$ cat src/rtl/alu_muldiv.sv
// Iterative 32-bit multiply/divide unit, one result bit per clock.
// Shift-add MUL/MULH and restoring DIVU/REMU with NZCV flag output.
module alu_muldiv #(
  parameter int WIDTH = 32
) (
  input  logic             clk,
  input  logic             rst_n,
  input  logic             start,
  input  logic [1:0]       op,
  input  logic [WIDTH-1:0] a,
  input  logic [WIDTH-1:0] b,
  input  logic [3:0]       inflags,
  output logic             busy,
  output logic             done,
  output logic [WIDTH-1:0] result,
  output logic [3:0]       outflags
);

  localparam int CW = $clog2(WIDTH);

  typedef enum logic [1:0] {
    S_IDLE,
    S_RUN,
    S_DONE
  } state_t;

  state_t           state_q, state_d;
  logic [CW-1:0]    cnt_q, cnt_d;
  logic [WIDTH-1:0] a_q, a_d;
  logic [WIDTH-1:0] b_q, b_d;
  logic [1:0]       op_q, op_d;
  logic             v_q, v_d;
  logic [WIDTH-1:0] hi_q, hi_d;
  logic [WIDTH-1:0] lo_q, lo_d;
  logic [WIDTH-1:0] res_q, res_d;
  logic [3:0]       flg_q, flg_d;
  logic             done_q, done_d;
  logic             busy_q, busy_d;

  logic [WIDTH-1:0] addend;
  logic [WIDTH:0]   mul_sum;
  logic [WIDTH:0]   trial;
  logic [WIDTH-1:0] diff;
  logic             ge;
  logic [WIDTH-1:0] hi_step;
  logic [WIDTH-1:0] lo_step;
  logic [WIDTH-1:0] fin;
  logic             fin_c;
  logic [WIDTH-1:0] dz_res;

  // Only the V bit of the incoming flags is carried through.
  logic unused_flags;
  assign unused_flags = ^inflags[3:1];

  // One iteration of the shared datapath.
  always_comb begin
    addend  = lo_q[0] ? a_q : '0;
    mul_sum = {1'b0, hi_q} + {1'b0, addend};
    trial   = {hi_q, lo_q[WIDTH-1]};
    ge      = (trial >= {1'b0, b_q});
    diff    = trial[WIDTH-1:0] - b_q;
    if (!op_q[1]) begin
      hi_step = mul_sum[WIDTH:1];
      lo_step = {mul_sum[0], lo_q[WIDTH-1:1]};
    end else begin
      hi_step = ge ? diff : trial[WIDTH-1:0];
      lo_step = {lo_q[WIDTH-2:0], ge};
    end
    fin    = op_q[0] ? hi_step : lo_step;
    fin_c  = (op_q == 2'b00) && (|hi_step);
    dz_res = op[0] ? a : '1;
  end

  // Next-state and register-next logic for the control FSM.
  always_comb begin
    state_d = state_q;
    cnt_d   = cnt_q;
    a_d     = a_q;
    b_d     = b_q;
    op_d    = op_q;
    v_d     = v_q;
    hi_d    = hi_q;
    lo_d    = lo_q;
    res_d   = res_q;
    flg_d   = flg_q;
    done_d  = 1'b0;
    unique case (state_q)
      S_IDLE: begin
        if (start) begin
          a_d   = a;
          b_d   = b;
          op_d  = op;
          v_d   = inflags[0];
          cnt_d = '0;
          if (op[1] && (b == '0)) begin
            state_d = S_DONE;
            done_d  = 1'b1;
            res_d   = dz_res;
            flg_d   = {dz_res[WIDTH-1], dz_res == '0,
                       1'b0, 1'b1};
          end else begin
            state_d = S_RUN;
            hi_d    = '0;
            lo_d    = op[1] ? a : b;
          end
        end
      end
      S_RUN: begin
        hi_d  = hi_step;
        lo_d  = lo_step;
        cnt_d = cnt_q + 1'b1;
        if (cnt_q == CW'(WIDTH - 1)) begin
          state_d = S_DONE;
          done_d  = 1'b1;
          res_d   = fin;
          flg_d   = {fin[WIDTH-1], fin == '0, fin_c, v_q};
        end
      end
      S_DONE: begin
        state_d = S_IDLE;
      end
      default: begin
        state_d = S_IDLE;
      end
    endcase
    busy_d = (state_d != S_IDLE);
  end

  // State and datapath registers; reset discards any operation.
  always_ff @(posedge clk or negedge rst_n) begin
    if (!rst_n) begin
      state_q <= S_IDLE;
      cnt_q   <= '0;
      a_q     <= '0;
      b_q     <= '0;
      op_q    <= '0;
      v_q     <= 1'b0;
      hi_q    <= '0;
      lo_q    <= '0;
      res_q   <= '0;
      flg_q   <= '0;
      done_q  <= 1'b0;
      busy_q  <= 1'b0;
    end else begin
      state_q <= state_d;
      cnt_q   <= cnt_d;
      a_q     <= a_d;
      b_q     <= b_d;
      op_q    <= op_d;
      v_q     <= v_d;
      hi_q    <= hi_d;
      lo_q    <= lo_d;
      res_q   <= res_d;
      flg_q   <= flg_d;
      done_q  <= done_d;
      busy_q  <= busy_d;
    end
  end

  assign busy     = busy_q;
  assign done     = done_q;
  assign result   = res_q;
  assign outflags = flg_q;

endmodule
$ cat config.mk
export PLATFORM = sky130hd
export DESIGN_NAME = alu_muldiv
export DESIGN_NICKNAME = d
export VERILOG_FILES = /design/src/rtl/alu_muldiv.sv
export SDC_FILE = /design/constraint.sdc
export NUM_CORES = 1
export LEC_CHECK = 0
export CAP_MARGIN = 20
export CORE_MARGIN = 2
export CORE_UTILIZATION = 45
export DETAILED_ROUTE_END_ITERATION = 10
export HOLD_SLACK_MARGIN = 0.12
export PLACE_DENSITY = 0.61
export SLEW_MARGIN = 20
export SYNTH_ARGS = -nofsm -noshare
export SYNTH_HDL_FRONTEND = slang
export SYNTH_SLANG_ARGS = --single-unit
export TNS_END_PERCENT = 5
$ cat constraint.sdc
create_clock -name clk -period 4.6 [get_ports clk]
set_input_delay 0.92 -clock clk [delete_from_list [all_inputs] [get_ports clk]]
set_output_delay 0.92 -clock clk [all_outputs]
set_load 0.05 [all_outputs]
Word level (Yosys, flattened, before mapping)
Cells that the tools add are included.
Widths: inputs -> output; s select.
{"block": "totals", "ff_bits": 176, "input_bits": 73, "out_inout_bits": 38, "wordCells": 67}
{"block": "classes", "add_sub_neg": 3, "n_lt_le_gt_ge": 1, "eq_ne": 6, "muxes": 31, "n_reduce_logical": 14}
{"cell": "$mux 32", "n": 14}
{"cell": "$pmux 32 s2", "n": 3}
{"cell": "$logic_not 32->1", "n": 3}
{"cell": "$add 32x32->33", "n": 1}
{"cell": "$ge 33x32->1", "n": 1}
{"cell": "$reduce_or 32->1", "n": 1}
{"cell": "$sub 32x32->32", "n": 1}
{"cell": "$mux 4", "n": 3}
{"cell": "$pmux 5 s2", "n": 1}
{"cell": "$ne 2x2->1 const B", "n": 4}
{"cell": "$pmux 4 s2", "n": 1}
{"cell": "$mux 2", "n": 3}
{"cell": "$add 5x1->5 const B", "n": 1}
{"cell": "$eq 5x5->1 const B", "n": 1}
{"cell": "$mux 5", "n": 1}
{"cell": "$logic_not 2->1", "n": 2}
{"cell": "$pmux 2 s2", "n": 1}
{"cell": "$reduce_and 2->1", "n": 2}
{"cell": "$reduce_and 4->1", "n": 1}
{"cell": "$reduce_bool 2->1", "n": 2}
{"cell": "$mux 1", "n": 3}
{"cell": "$reduce_and 3->1", "n": 1}
{"cell": "$eq 2x1->1 const B", "n": 1}
{"cell": "$logic_and 1x1->1", "n": 2}
{"cell": "$pmux 1 s2", "n": 1}

Depth between registers and ports, before layout
{"block": "logic_depth", "depth_word": 7, "mapped_depth": 16, "mapped_depth_nobuf": 15}

Worst setup path after synthesis
OpenSTA, ideal clock, no wires.
{"block": "synth_timing", "kind": "register to register", "start": "register lo_q[0]", "end": "register flg_q[1] (netlist: outflags[1])", "setup_time_ps": 125, "t_arrival_ps": 3486, "t_required_ps": 4475, "setup_slack_ps": 989, "stages_incl_launch_ff": 17, "synth_period_minus_slack_ps": 3611, "cell_sequence": "dfrtp_1 clkbuf_1 and2_1 ha_1 inv_1 fa_1 nor2b_1 o2111a_1 o211a_1 o41ai_4 o31ai_1 a221o_1 a211oi_1 a2bb2oi_1 nand4b_1 nor4_1 nor2_1"}
{"block": "synth_between", "elab_chain_cells": 7}
{"element": "start, declared", "line_no": "34", "rtl": "logic [WIDTH-1:0] lo_q, lo_d;"}
{"element": "start signal, assigned", "line_no": "152", "rtl": "lo_q <= lo_d;"}
{"element": "$mux 32", "line_no": "57", "rtl": "addend = lo_q[0] ? a_q : '0;"}
{"element": "$add 32x32->33", "line_no": "58", "rtl": "mul_sum = {1'b0, hi_q} + {1'b0, addend};"}
{"element": "$mux 32", "line_no": "62", "rtl": "if (!op_q[1]) begin"}
{"element": "$reduce_or 32->1", "line_no": "70", "rtl": "fin_c = (op_q == 2'b00) && (|hi_step);"}
{"element": "$logic_and 1x1->1", "line_no": "70"}
{"element": "$mux 4", "line_no": "112", "rtl": "if (cnt_q == CW'(WIDTH - 1)) begin"}
{"element": "$pmux 4 s2", "line_no": "87", "rtl": "unique case (state_q)"}
{"element": "end signal, assigned", "line_no": "154", "rtl": "flg_q <= flg_d;"}
{"element": "end, declared", "line_no": "36", "rtl": "logic [3:0] flg_q, flg_d;"}
Every way passes these cells. The select of a mux whose other input is x is not followed.
A chain may end at the register's enable or synchronous reset.

Final worst setup path
Ends and elaborated chain as after synthesis.

==> summary.txt <==
STA
  • Worst Tran Pin Value: 1060 ps
  • Highest Clock Rate: 229 MHz
  • Final setup viols: 0
  • Final hold violation count: 0
  • Clock Skew: 15.2 ps
  • Slew Limit Fails: 0
  • RSZ-0062 raised after global routing: false
  • Fin crit period: 4370 ps
  • Fin crit share: 0.950
  • Max_slew headroom: 0.281

Final layout
  • Layout cells sized above 1: 0.110
  • Fin util: 0.531
  • Diodes inserted: 0
  • Area grow syn2layout: 17.0%
  • Total Nets Final: 1893

Detailed routing
  • Routed wire per std cell: 25.0 um
  • Routed Antenna Nets: 0
  • Vias: 13700
  • Iter 0 DRT Violations: 1171
  • Drt first pass iters: 5
  • # DRC: 0
  • Avg Vias per Cell: 6.34
  • Final wirelength: 54000 um

Clocking
  • Clock root cell: clkbuf_16
  • CTS tree: done
  • Clk sink count: 175
  • H-tree levels: 4
  • Clk Latency, worst-skew pair: 470 ps
  • Worst-path clk slew: 80 ps
  • CTS buffer count: 17
  • Setup bufs post-CTS: 0
  • Clock buffer depth: 2

Critical path
  • Slowest CP cell: o41ai_4
  • WP buf/inv: 2
  • Crit end category: register
  • Critical path's largest stage delay: 580 ps
  • CP Cell Sequence: buf_12 -> and2_1 -> ha_1 -> a21oi_1 -> o221a_2 -> nor3_1 -> buf_4 -> o41ai_4 -> o31ai_1 -> a221o_1 -> a211oi_1 -> a2bb2oi_1 -> nand4b_1 -> nor4_1 -> nor2_1
  • Worst-path maximum fanout: 12
  • Crit path kind: register to register
  • CP delay by family, top: compound AO/OA/AOI/OAI gates
  • Arrival time worst endpoint: 4720 ps
  • Crit path required time: 4950 ps
  • Crit path launch type: register

Global routing
  • First-pass GRT wire length: 80400 um
  • Initial antenna violation count: 1
  • Largest net degree at the start of global routing: 97
  • Grt total ovfl: 0
  • Vias in the first global route: 13101
  • Total track usage: 0.341

Logic synthesis
  • EDFF count, synth: 0
  • Cell variety after synth: 89
  • Top-area cell type share of the netlist area: 0.318
  • Synth Flop Type: dfrtp_1
  • Mapped Cells: 1663
  • Mapped Area: 13800 um^2
  • Synth warn: 0
  • Syn Nets: 1804
  • Post-synthesis area per instance: 8.28 um^2
  • Synth area leaders: dfrtp_1 (32%), o21ai_0 (6.7%), ha_1 (6.0%)
  • Area leader, netlist: dfrtp_1
  • Flops & latches, synth: 175
  • Async S/R FF share, synth: 1.00
  • Sequential share of the synthesized area: 0.318

Floorplan
  • Core Rows: 64
  • I/O pin count: 111
  • Die area: 32000 um^2
  • Starting density of the core: 0.454
  • Chip height: 179 um
  • Die span in x: 179 um
  • Core box area: 30300 um^2

Status
  • Outcome: finished, final reports clean

Place
  • Final Wtd Congestion: 0.992
  • HPWL Detailed: 41000 um
  • PortBufs: 107

Job
  • Max_cap viols: 0

Worst hold path
  • HP Class: register to register
[cell type report]
type	count	area, um^2
inverters	61	229
clock buffers	18	439
fillers	2886	14200
flip-flops and latches	175	4380
repair buffers	178	1670
well taps	396	495
multi-input cells	1319	8740
clock inverters	14	161
[tightest hold or removal path, delay by kind of cell, from the launching register on]
family           cells  cell delay, ps
flip-flops           1             350
AND/OR/NAND/NOR      2             100
[kinds of logic after synthesis]
family,share of synthesized area
AO/OA/AOI/OAI,0.259
XOR/XNOR,0.0242
adder cells (fa/ha/maj),0.0629
buffers and inverters,0.0502
flip-flops,0.318
multiplexers,0.0899
AND/OR/NAND/NOR,0.196
[cells in the final DEF (no fill, tap or decap), drive strengths merged, types with 21 or more instances in the layout]
cell type and instances:
mux2i 72, clkdlybuf4s50 105, dfrtp 175, and2 38
nor2 82, o211ai 35, o21ai 187, nor3 37
a21o 37, nand2 193, o31ai 26, nand3 53
mux2 40, buf 72, a31oi 25, nand4 22
a21oi 105, ha 66, nor4 24, xnor2 21
inv 70, a211oi 31
[Yosys cell counts, drive strengths merged, types with 4 or more instances]
master and instances:
nand2 193, o21ai 187, dfrtp 175, a21oi 105, nor2 82, clkbuf 75, mux2i 72, ha 66
inv 60, nand3 53, mux2 40, and2 38, a21o 37, nor3 37, o211ai 35, buf 33
a211oi 31, o31ai 26, a31oi 25, nor4 24, nand4 22, xnor2 21, and3 20, or3 20
xor2 17, o22ai 16, o21a 15, nor2b 13, or2 11, a31o 8, nand2b 8, a21boi 7
a311oi 6, a22o 5, o2111ai 5, o21bai 5, o32ai 5, or4 5, a211o 4, o311ai 4
[metal layers]
layer  share of wire  global-route usage  wire length [um]
met1            0.42               0.439             22400
met2            0.46               0.543             24800
met3           0.062              0.0520              3360
met4           0.063               0.203              3400
met5               0                   0                 0
[registers in the layout, indices dropped and copies added (netlist names)]
register	count
a_q	32
b_q	32
busy	1
cnt_q	5
done	1
hi_q	32
lo_q	32
op_q	2
outflags	3
result	32
state_q	2
v_q	1
[final timing paths]
check / startpoint / slack (ps) / end / cells after the start
hold reg to reg: result[11] / 480 / result[11] / 2
max in group asynchronous: rst_n / 3150 / result[18] / 2
hold / removal: result[11] / 480 / result[11] / 2
setup reg to reg: lo_q[0] / 230 / outflags[1] / 15
min in group asynchronous: rst_n / 560 / b_q[16] / 1
setup / recovery: lo_q[0] / 230 / outflags[1] / 15
[stage by stage]
| stage | cell area (um^2) | setup TNS, ps | worst slack [ps] | std cells | hold WS, ps |
|---|---|---|---|---|---|
| floorplan | 13800 | 0 | 989 | 1663 | 445 |
| global placement | 15500 | 0 | 232 | 2129 | 457 |
| detailed placement | 15500 | -25.8 | -25.8 | 2129 | 465 |
| CTS | 16100 | 0 | 239 | 2161 | 482 |
| global route | 16100 | 0 | 12.4 | 2161 | 506 |
| finish | 16100 | 0 | 231 | 2161 | 478 |
[repair_timing]
action,4_1_cts,5_1_grt
hold buffers,0,0
endpoints found under the hold margin,0,0
resized for setup,0,1
endpoints found under the setup margin,0,2
Power is not shown: default switching activity piles up to over one toggle a cycle in this logic, so the estimate is an artifact.
